[config.mk]
export PLATFORM = sky130hd
export DESIGN_NAME = regfile_wb_ctrl_flat
export DESIGN_NICKNAME = d
export VERILOG_FILES = /design/src/rtl/regfile_wb_ctrl_if.sv /design/src/rtl/regfile_wb_ctrl.sv /design/src/flat_wrapper.sv
export SDC_FILE = /design/constraint.sdc
export NUM_CORES = 1
export LEC_CHECK = 0
export BUFFER_PORTS_ARGS = -buffer_cell sky130_fd_sc_hd__buf_2
export CAP_MARGIN = 15
export CORE_MARGIN = 4
export CORE_UTILIZATION = 58
export CTS_CLUSTER_SIZE = 28
export DETAILED_ROUTE_END_ITERATION = 8
export PLACE_DENSITY = 0.84
export SYNTH_ARGS = -nofsm -noshare
export SYNTH_HDL_FRONTEND = slang
export SYNTH_SLANG_ARGS = --single-unit
[constraint.sdc]
create_clock -name clk -period 3.6 [get_ports clk]
set_input_delay 0.72 -clock clk [delete_from_list [all_inputs] [get_ports clk]]
set_output_delay 0.72 -clock clk [all_outputs]
set_load 0.01 [all_outputs]
[src/rtl/regfile_wb_ctrl_if.sv]
// Write-back request channel from the datapath into regfile_wb_ctrl.
// A transfer completes on a rising edge where valid and ready are both high.
interface regfile_wb_ctrl_if #(
    parameter int ADDR_W = 4,
    parameter int DATA_W = 16
);
    logic              valid;
    logic              ready;
    logic [ADDR_W-1:0] addr;
    logic [DATA_W-1:0] data;

    modport master (output valid, addr, data, input ready);
    modport slave  (input valid, addr, data, output ready);
endinterface

[src/rtl/regfile_wb_ctrl.sv]
// Register-file write-back queue with read forwarding from pending writes.
// Optional REGFILE_WB_ZERO_REG_EN makes register 0 hard-wired to zero.
module regfile_wb_ctrl #(
    parameter int DEPTH  = 4,
    parameter int DATA_W = 16,
    parameter int ADDR_W = 4
) (
    input  logic                   clk,
    input  logic                   rst_n,
    regfile_wb_ctrl_if.slave       wb,
    input  logic                   drain_hold,
    input  logic                   rd_req,
    input  logic [ADDR_W-1:0]      rd_addr_a,
    input  logic [ADDR_W-1:0]      rd_addr_b,
    output logic                   rd_valid,
    output logic [DATA_W-1:0]      rd_data_a,
    output logic [DATA_W-1:0]      rd_data_b,
    output logic                   rf_write,
    output logic [ADDR_W-1:0]      rf_wr_addr,
    output logic [DATA_W-1:0]      rf_wr_data,
    output logic [ADDR_W-1:0]      rf_rd_addr_a,
    output logic [ADDR_W-1:0]      rf_rd_addr_b,
    input  logic [DATA_W-1:0]      rf_rd_data_a,
    input  logic [DATA_W-1:0]      rf_rd_data_b,
    output logic [$clog2(DEPTH):0] count,
    output logic                   empty,
    output logic                   full
);
    localparam int PTR_W = $clog2(DEPTH);
    localparam int CNT_W = PTR_W + 1;

    logic [ADDR_W-1:0] q_addr_q [DEPTH];
    logic [ADDR_W-1:0] q_addr_d [DEPTH];
    logic [DATA_W-1:0] q_data_q [DEPTH];
    logic [DATA_W-1:0] q_data_d [DEPTH];
    logic [PTR_W-1:0]  wr_ptr_q, wr_ptr_d;
    logic [PTR_W-1:0]  rd_ptr_q, rd_ptr_d;
    logic [CNT_W-1:0]  count_q, count_d;
    logic              rd_valid_q, rd_valid_d;
    logic [DATA_W-1:0] rd_data_a_q, rd_data_a_d;
    logic [DATA_W-1:0] rd_data_b_q, rd_data_b_d;

    logic              push;
    logic              push_en;
    logic              pop;
    logic [DATA_W-1:0] fwd_a;
    logic [DATA_W-1:0] fwd_b;
    logic [PTR_W-1:0]  idx;

    assign empty        = (count_q == '0);
    assign full         = (count_q == CNT_W'(DEPTH));
    assign count        = count_q;
    assign wb.ready     = !full;
    assign push         = wb.valid && !full;
    assign pop          = !empty && !drain_hold;
    assign rf_write     = pop;
    assign rf_wr_addr   = q_addr_q[rd_ptr_q];
    assign rf_wr_data   = q_data_q[rd_ptr_q];
    assign rf_rd_addr_a = rd_addr_a;
    assign rf_rd_addr_b = rd_addr_b;
    assign rd_valid     = rd_valid_q;
    assign rd_data_a    = rd_data_a_q;
    assign rd_data_b    = rd_data_b_q;

`ifdef REGFILE_WB_ZERO_REG_EN
    // Writes to r0 complete the handshake but are dropped.
    assign push_en = push && (wb.addr != '0);
`else
    assign push_en = push;
`endif

    always_comb begin
        q_addr_d = q_addr_q;
        q_data_d = q_data_q;
        wr_ptr_d = wr_ptr_q;
        rd_ptr_d = rd_ptr_q;
        if (push_en) begin
            q_addr_d[wr_ptr_q] = wb.addr;
            q_data_d[wr_ptr_q] = wb.data;
            wr_ptr_d           = wr_ptr_q + 1'b1;
        end
        if (pop) begin
            rd_ptr_d = rd_ptr_q + 1'b1;
        end
        count_d = count_q + CNT_W'(push_en) - CNT_W'(pop);
    end

    // Oldest-to-youngest scan so the youngest match wins.
    always_comb begin
        fwd_a = rf_rd_data_a;
        fwd_b = rf_rd_data_b;
        idx   = rd_ptr_q;
        for (int i = 0; i < DEPTH; i++) begin
            idx = rd_ptr_q + PTR_W'(i);
            if (CNT_W'(i) < count_q) begin
                if (q_addr_q[idx] == rd_addr_a) fwd_a = q_data_q[idx];
                if (q_addr_q[idx] == rd_addr_b) fwd_b = q_data_q[idx];
            end
        end
        if (push && (wb.addr == rd_addr_a)) fwd_a = wb.data;
        if (push && (wb.addr == rd_addr_b)) fwd_b = wb.data;
`ifdef REGFILE_WB_ZERO_REG_EN
        if (rd_addr_a == '0) fwd_a = '0;
        if (rd_addr_b == '0) fwd_b = '0;
`endif
    end

    always_comb begin
        rd_valid_d  = rd_req;
        rd_data_a_d = rd_req ? fwd_a : rd_data_a_q;
        rd_data_b_d = rd_req ? fwd_b : rd_data_b_q;
    end

    always_ff @(posedge clk or negedge rst_n) begin
        if (!rst_n) begin
            for (int i = 0; i < DEPTH; i++) begin
                q_addr_q[i] <= '0;
                q_data_q[i] <= '0;
            end
            wr_ptr_q    <= '0;
            rd_ptr_q    <= '0;
            count_q     <= '0;
            rd_valid_q  <= 1'b0;
            rd_data_a_q <= '0;
            rd_data_b_q <= '0;
        end else begin
            q_addr_q    <= q_addr_d;
            q_data_q    <= q_data_d;
            wr_ptr_q    <= wr_ptr_d;
            rd_ptr_q    <= rd_ptr_d;
            count_q     <= count_d;
            rd_valid_q  <= rd_valid_d;
            rd_data_a_q <= rd_data_a_d;
            rd_data_b_q <= rd_data_b_d;
        end
    end
endmodule

[src/flat_wrapper.sv]
// flat-port wrapper written by rule: the top's interface ports become plain ports
module regfile_wb_ctrl_flat 
#(
    parameter int DEPTH  = 4,
    parameter int DATA_W = 16,
    parameter int ADDR_W = 4
)
  (clk, rst_n, drain_hold, rd_req, rd_addr_a, rd_addr_b, rd_valid, rd_data_a, rd_data_b, rf_write, rf_wr_addr, rf_wr_data, rf_rd_addr_a, rf_rd_addr_b, rf_rd_data_a, rf_rd_data_b, count, empty, full, wb_valid, wb_addr, wb_data, wb_ready);
  regfile_wb_ctrl_if #(.ADDR_W(ADDR_W), .DATA_W(DATA_W)) wb_i ();
  input  logic clk;
  input  logic rst_n;
  input  logic drain_hold;
  input  logic rd_req;
  input  logic [ADDR_W-1:0] rd_addr_a;
  input  logic [ADDR_W-1:0] rd_addr_b;
  output logic rd_valid;
  output logic [DATA_W-1:0] rd_data_a;
  output logic [DATA_W-1:0] rd_data_b;
  output logic rf_write;
  output logic [ADDR_W-1:0] rf_wr_addr;
  output logic [DATA_W-1:0] rf_wr_data;
  output logic [ADDR_W-1:0] rf_rd_addr_a;
  output logic [ADDR_W-1:0] rf_rd_addr_b;
  input  logic [DATA_W-1:0] rf_rd_data_a;
  input  logic [DATA_W-1:0] rf_rd_data_b;
  output logic [$clog2(DEPTH):0] count;
  output logic empty;
  output logic full;
  input wire logic [$bits(wb_i.valid)-1:0] wb_valid;
  input wire logic [$bits(wb_i.addr)-1:0] wb_addr;
  input wire logic [$bits(wb_i.data)-1:0] wb_data;
  output wire logic [$bits(wb_i.ready)-1:0] wb_ready;
  assign wb_i.valid = wb_valid;
  assign wb_i.addr = wb_addr;
  assign wb_i.data = wb_data;
  assign wb_ready = wb_i.ready;
  regfile_wb_ctrl #(.DEPTH(DEPTH), .DATA_W(DATA_W), .ADDR_W(ADDR_W)) u_core (.clk(clk), .rst_n(rst_n), .wb(wb_i), .drain_hold(drain_hold), .rd_req(rd_req), .rd_addr_a(rd_addr_a), .rd_addr_b(rd_addr_b), .rd_valid(rd_valid), .rd_data_a(rd_data_a), .rd_data_b(rd_data_b), .rf_write(rf_write), .rf_wr_addr(rf_wr_addr), .rf_wr_data(rf_wr_data), .rf_rd_addr_a(rf_rd_addr_a), .rf_rd_addr_b(rf_rd_addr_b), .rf_rd_data_a(rf_rd_data_a), .rf_rd_data_b(rf_rd_data_b), .count(count), .empty(empty), .full(full));
endmodule
==> results of run 1 <==
worst reg2reg max path, delay by kind of cell, from the launching register on:
kind            cells  cell delay, ns
simple gates        3            0.95
compound gates      1            0.21
mux                 1            0.38
xor+xnor            1            0.18
buf+inv             2            0.58
flops               1            0.61
layout by cell type (no fill, tap or decap), drive strengths merged, types with 6 or more instances in the layout:
master and instances:
nand2 45, nor2b 16, ha 8, o221ai 25, nor2 34, or3 19
a22oi 9, nand3 41, nor3 10, buf 160, o311ai 6, mux2i 64
inv 29, and2 7, a211oi 16, o21ai 24, mux2 106, a221oi 14
o2bb2ai 16, dfrtp 120, clkbuf 23, o22ai 38, xnor2 40, a21oi 33
o211ai 15, clkinv 7, xor2 9, mux4 13
worst min-delay path by stage:
stage	start	end	cells after the start
6_report	rst_n	u_core.q_addr_q[4]$_DFFE_PN0P_	1
5_1_grt	rst_n	u_core.q_addr_q[4]$_DFFE_PN0P_	1
4_1_cts	rst_n	u_core.q_addr_q[4]$_DFFE_PN0P_	1
3_5_place_dp	u_core.q_data_q[5]$_DFFE_PN0P_	u_core.q_data_q[5]$_DFFE_PN0P_	1
3_3_place_gp	u_core.q_data_q[5]$_DFFE_PN0P_	u_core.q_data_q[5]$_DFFE_PN0P_	1
2_1_floorplan	rst_n	u_core.count[0]$_DFF_PN0_	0
kinds of logic (layout without fill, tap and decap cells):
family	after synthesis	after routing	synth area share (%)
compound gates	202	202	17.5
simple gates	189	189	11.0
mux	183	183	24.4
flops	120	120	34.4
buf+inv	108	222	6.30
xor+xnor	49	49	5.01
fa+ha+maj	9	9	1.38
final cells by class:
class / instances / area, sq um
Clock buffer: 23 / 488
Clock inverter: 9 / 120
Fill cell: 1067 / 4600
Inverter: 30 / 113
Multi-Input combinational cell: 632 / 5180
Sequential cell: 120 / 3010
Tap cell: 184 / 230
Timing Repair Buffer: 160 / 911
metal layers:
layer,share of wire [%],up-vias
li1,-,3436
met1,39,3777
met2,46,602
met3,11,133
met4,4.7,0
met5,0,-
through the flow:
stage | setup WS, ns | total power [mW] | std cells
2_1_floorplan | 0.946 | 7.57 | 860
3_3_place_gp | 0.648 | 9.18 | 1126
3_5_place_dp | 0.623 | 9.41 | 1126
4_1_cts | 0.309 | 11.2 | 1158
5_1_grt | 0.194 | 12.0 | 1158
6_report | 0.259 | 11.4 | 1158
power by group through the flow:
stage | Combinational (mW) | Clock, mW | Sequential, mW
after global placement | 6.54 | 0 | 2.64
after floorplan | 5.03 | 0 | 2.54
after CTS | 6.78 | 1.76 | 2.69
final | 6.93 | 1.75 | 2.72
after detailed placement | 6.71 | 0 | 2.70
after global routing | 7.41 | 1.83 | 2.80
sequential cells by signal, summed over array words and instances (netlist names):
name,count
u_core.count,3
u_core.q_data_q,64
u_core.q_addr_q,16
u_core.rd_valid,1
u_core.rd_data_a,16
u_core.rd_ptr_q,2
u_core.rd_data_b,16
u_core.wr_ptr_q,2
==> flow_summary.ini, run 1 <==
[global_routing]
antenna_found_initial = 0
busiest_layer = met2
grtUsageMet2_pct = 48.4
grt.met3_usage_pct = 7.15
grt_max_degree = 70
grtUsageMet1_pct = 42.6
grtUsageTotal_pct = 31.7
grt_overflow = 0
grt_pass1_vias = 7556
grt_pass1_wl_mm = 41.4

[layout]
fin_nets = 1035
area_delta_synth_final_pct = 15.2
finish.utilization_pct = 68.6
insertedDiodeCount = 0
stdcell_area_sq_mm = 0.0100
final_layout_size_suffix_gt1_share_pct = 34.9

[power]
p_seq_share_pct = 23.9
p_sw_mw = 5.20
cellLeakagePower_nw = 4.26
power.share.switching_pct = 45.6
vdd_drop_max_mv = 0.533
clock_power_share_pct = 15.4
power.density_mw_per_mm2 = 1140
internal-power_mw = 6.20
p_comb_share_pct = 60.7

[clock_network]
ctsRootBufferMaster = clkbuf_16
clkLatencyLatePin_ns = 0.43
cts_tree = yes
numCtsBuffers = 17
ctsHoldBuffers = 0
post-cts-setup-buffer-count = 0
ctsResizeCount = 0
htreeDepth = 4
numClockSinks = 120
clkTransAtPathRegs_ns = 0.05
cts_max_path_buffers = 2

[sta]
relSlewSlack_pct = 50.2
worstMarginPinSlew_ns = 0.747
fin_skew_ns = 0.00844
rsz0062_at_grt = no
fmax_mhz = 299
setup_violations = 0
fin_crit_sh_pct = 92.8
min_period_ns = 3.34
fin_setup_tns_ns = 0
hold_viol = 0
slew_viol_final = 0
hold-worst-slack_ns = 0.364

[setup_path]
reg2reg_depth = 8
cp-end-kind = output pin
path_delay_family = buffers and inverters
cp_slowest_cell = buf_4
rr_endpoint = u_core.rd_data_a[15]$_DFFE_PN0P_
worstPathRequired_ns = 2.88
r2r-start = u_core.rd_ptr_q[0]$_DFFE_PN0P_
worstPathCellList = buf_4, mux2_2, inv_1, a21oi_1, buf_2
critPathKind = reg -> out
crit_path_end = rf_wr_data[6]
max_stage_delay_ns = 0.63
startpoint = u_core.rd_ptr_q[1]$_DFFE_PN0P_
critPathMaxFanout = 48
crit_arrival_ns = 2.62
cp.depth = 5
crit_buf_inv = 3
r2r_setup_slack_ns = 0.52
cp-start-kind = register

[detailed_routing]
avgViaCountPerCell = 6.86
first_pass_iters = 6
vias = 7948
finalWirelength_mm = 26.8
drtIter0Drc = 1069
wl_per_cell_um = 23.1
remaining_drc_errors = 0
ant_nets = 0

[placed_design]
hpwl_mm = 18.6
io_buffers = 132
place.gp.congestion = 0.957
dpl_cell_area_sq_mm = 0.00944

[synthesis]
post-synth-top-count-cell = dfrtp_1
syn_avg_cell_area_sq_um = 10.1
async_reset_ff_share_pct = 100
yosysTopAreaCell = dfrtp_1
ys_ff_latch = 120
synth_edf_count = 0
synth.area.top_cells = dfrtp_1 (34%), mux2_2 (14%), mux2i_1 (7.3%), xnor2_1 (3.9%), mux4_2 (3.4%)
yosysSeqAreaShare_pct = 34.4
synthCells = 860
yosysUniqueCellTypes = 59
syn_nets = 934
synth_top_area_share_pct = 34.4
synth_area_sq_mm = 0.00872
yosysWarnings = 0
synth_ff_type = dfrtp_1
synth_commonest_cells = dfrtp_1 (120), mux2_2 (105), mux2i_1 (64)

[floorplan]
die_w_um = 131
die_h_um = 131
io_pins = 133
core_sq_mm = 0.0146
start_util_pct = 59.5
rows = 44
dieArea_sq_mm = 0.0171

[run]
maxCapViolations = 0

[worst_hold_path]
hold_path_class = in -> async

[outcome]
outcome = completed
No activity file was read; power rests on OpenSTA's default activity.
==> run 2, diff against run 1 <==
CORE_ASPECT_RATIO = 0.7   (was unset)
PLACE_DENSITY = unset   (was 0.84)
PLACE_DENSITY_LB_ADDON = 0.12   (was unset)
==> run 2 against run 1 <==
  * First-iteration DRC count shrank 21%
  * Clock skew increased by 0.0011 ns
  * Via count rose by 1.0%
  * Sequential share of layout area decreased by 0.23 points
  * Utilization increased by 0.17 points
  * Clock-buffer cell count down 5
  * Highest routed layer unchanged
  * Fmax is 2.7% higher
  * Final area is 0.78% higher
  * Clock power increased by 18%
  * Largest cell class unchanged
  * Power is 3.7% higher
  * Sequential power increased by 1%
  * Cell count up 0.86%
==> flow_summary.ini, run 2 (synthesized netlist as in run 1, its figures left out) <==
[clock_network]
ctsRootBufferMaster = clkbuf_16
cts_tree = yes
numClockSinks = 120
cts_max_path_buffers = 2
htreeDepth = 4
numCtsBuffers = 17
clkTransAtPathRegs_ns = 0.06
ctsResizeCount = 0
post-cts-setup-buffer-count = 0
clkLatencyLatePin_ns = 0.43
ctsHoldBuffers = 0

[placed_design]
place.gp.congestion = 1.04
place_inst = 1136
dpl_cell_area_sq_mm = 0.00942
io_buffers = 132
hpwl_mm = 19.9

[setup_path]
reg2reg_depth = 7
r2r-start = u_core.rd_ptr_q[1]$_DFFE_PN0P_
cp_slowest_cell = dfrtp_2
cp-end-kind = output pin
crit_buf_inv = 4
crit_arrival_ns = 2.53
critPathMaxFanout = 45
max_stage_delay_ns = 0.56
cp_common_cell = buf_4
cp-start-kind = register
worstPathCellList = buf_4, inv_2, buf_4, mux2i_1, buf_2
critPathKind = reg -> out
path_delay_family = buffers and inverters
startpoint = u_core.rd_ptr_q[0]$_DFFE_PN0P_
worstPathRequired_ns = 2.88
rr_endpoint = u_core.rd_data_a[14]$_DFFE_PN0P_
r2r_setup_slack_ns = 0.40

[floorplan]
dieArea_sq_mm = 0.0171
start_util_pct = 59.2
die_w_um = 155
die_h_um = 111
io_pins = 133
rows = 37
core_sq_mm = 0.0147

[sta]
fin_skew_ns = 0.00954
fin_setup_tns_ns = 0
min_period_ns = 3.25
rsz0062_at_grt = no
hold-worst-slack_ns = 0.404
relSlewSlack_pct = 43.2
hold_viol = 0
fin_crit_sh_pct = 90.3
fmax_mhz = 307
worstMarginPinSlew_ns = 0.846
setup_violations = 0
slew_viol_final = 0

[power]
cellLeakagePower_nw = 4.28
power.total_mw = 11.8
power.density_mw_per_mm2 = 1170
vdd_drop_max_mv = 0.547

[detailed_routing]
ant_nets = 0
avgViaCountPerCell = 6.87
wl_per_cell_um = 24.7
finalWirelength_mm = 28.8
drtIter0Drc = 849
vias = 8029
remaining_drc_errors = 0
first_pass_iters = 6

[global_routing]
grt_pass1_wl_mm = 45.2
grt_pass1_vias = 8138
grtUsageTotal_pct = 33.5
grt_overflow = 0
antenna_found_initial = 0
grt_max_degree = 66

[layout]
largest_reg_flops = 64
mostFrequentLayoutCells = buf_2 (131), dfrtp_1 (118), mux2_2 (105)
stdcell_area_sq_mm = 0.0101
insertedDiodeCount = 0
layout_commonest_cell = buf_2
fin_nets = 1034
final_layout_size_suffix_gt1_share_pct = 35.0
stdcell_count = 1168
top_register = u_core.q_data_q
area_delta_synth_final_pct = 16.1
num-fill-cells = 1111

[run]
maxCapViolations = 0

[worst_hold_path]
hold_path_class = in -> async

[outcome]
outcome = completed
==> run 2: cell types whose count changed in the layout (fill, tap and decap cells not counted), sizes merged <==
cell / delta
clkinv: -3
buf: -1
inv: +3
bufinv: +4
clkinvlp: +1
clkbuf: -5
==> run 2: worst max path at each step <==
stage / endpoint / slack (ns) / depth (start not counted)
floorplan: rf_wr_addr[0] / 0.95 / 7
global placement: u_core.rd_data_a[6]$_DFFE_PN0P_ / 0.60 / 8
detailed placement: u_core.rd_data_a[14]$_DFFE_PN0P_ / 0.51 / 7
CTS: rf_wr_data[14] / 0.36 / 5
global route: rf_wr_data[14] / 0.22 / 5
finish: rf_wr_data[1] / 0.35 / 5
==> run 2: through the flow <==
step	setup WS (ns)	util [%]
after floorplan	0.946	-
after global placement	0.602	64.0
after detailed placement	0.513	64.0
after CTS	0.363	68.8
after global routing	0.219	68.8
final	0.348	68.8
==> run 2: final cells by class <==
| cell class | instances | area (sq um) | area share (%) |
|---|---|---|---|
| Clock buffer | 18 | 439 | 4.34 |
| Tap cell | 195 | 244 | 2.41 |
| Timing Repair Buffer | 159 | 878 | 8.68 |
| Clock inverter | 14 | 267 | 2.63 |
| Inverter | 30 | 113 | 1.11 |
| Multi-Input combinational cell | 632 | 5180 | 51.1 |
| Sequential cell | 120 | 3010 | 29.7 |
==> run 2: layer usage <==
layer	global-route usage (%)	up-vias	part of all wire [%]
met5	0	-	0
met4	13.9	0	3.6
met1	46.5	3910	41
li1	-	3424	-
met2	49.6	584	44
met3	9.01	111	12
==> run 2: power breakdown <==
group	switching (mW)	leakage, nW	internal [mW]	total (mW)
Clock	0.671	0.342	1.39	2.06
Combinational	4.01	2.54	2.99	7.00
Sequential	0.709	1.40	2.05	2.76
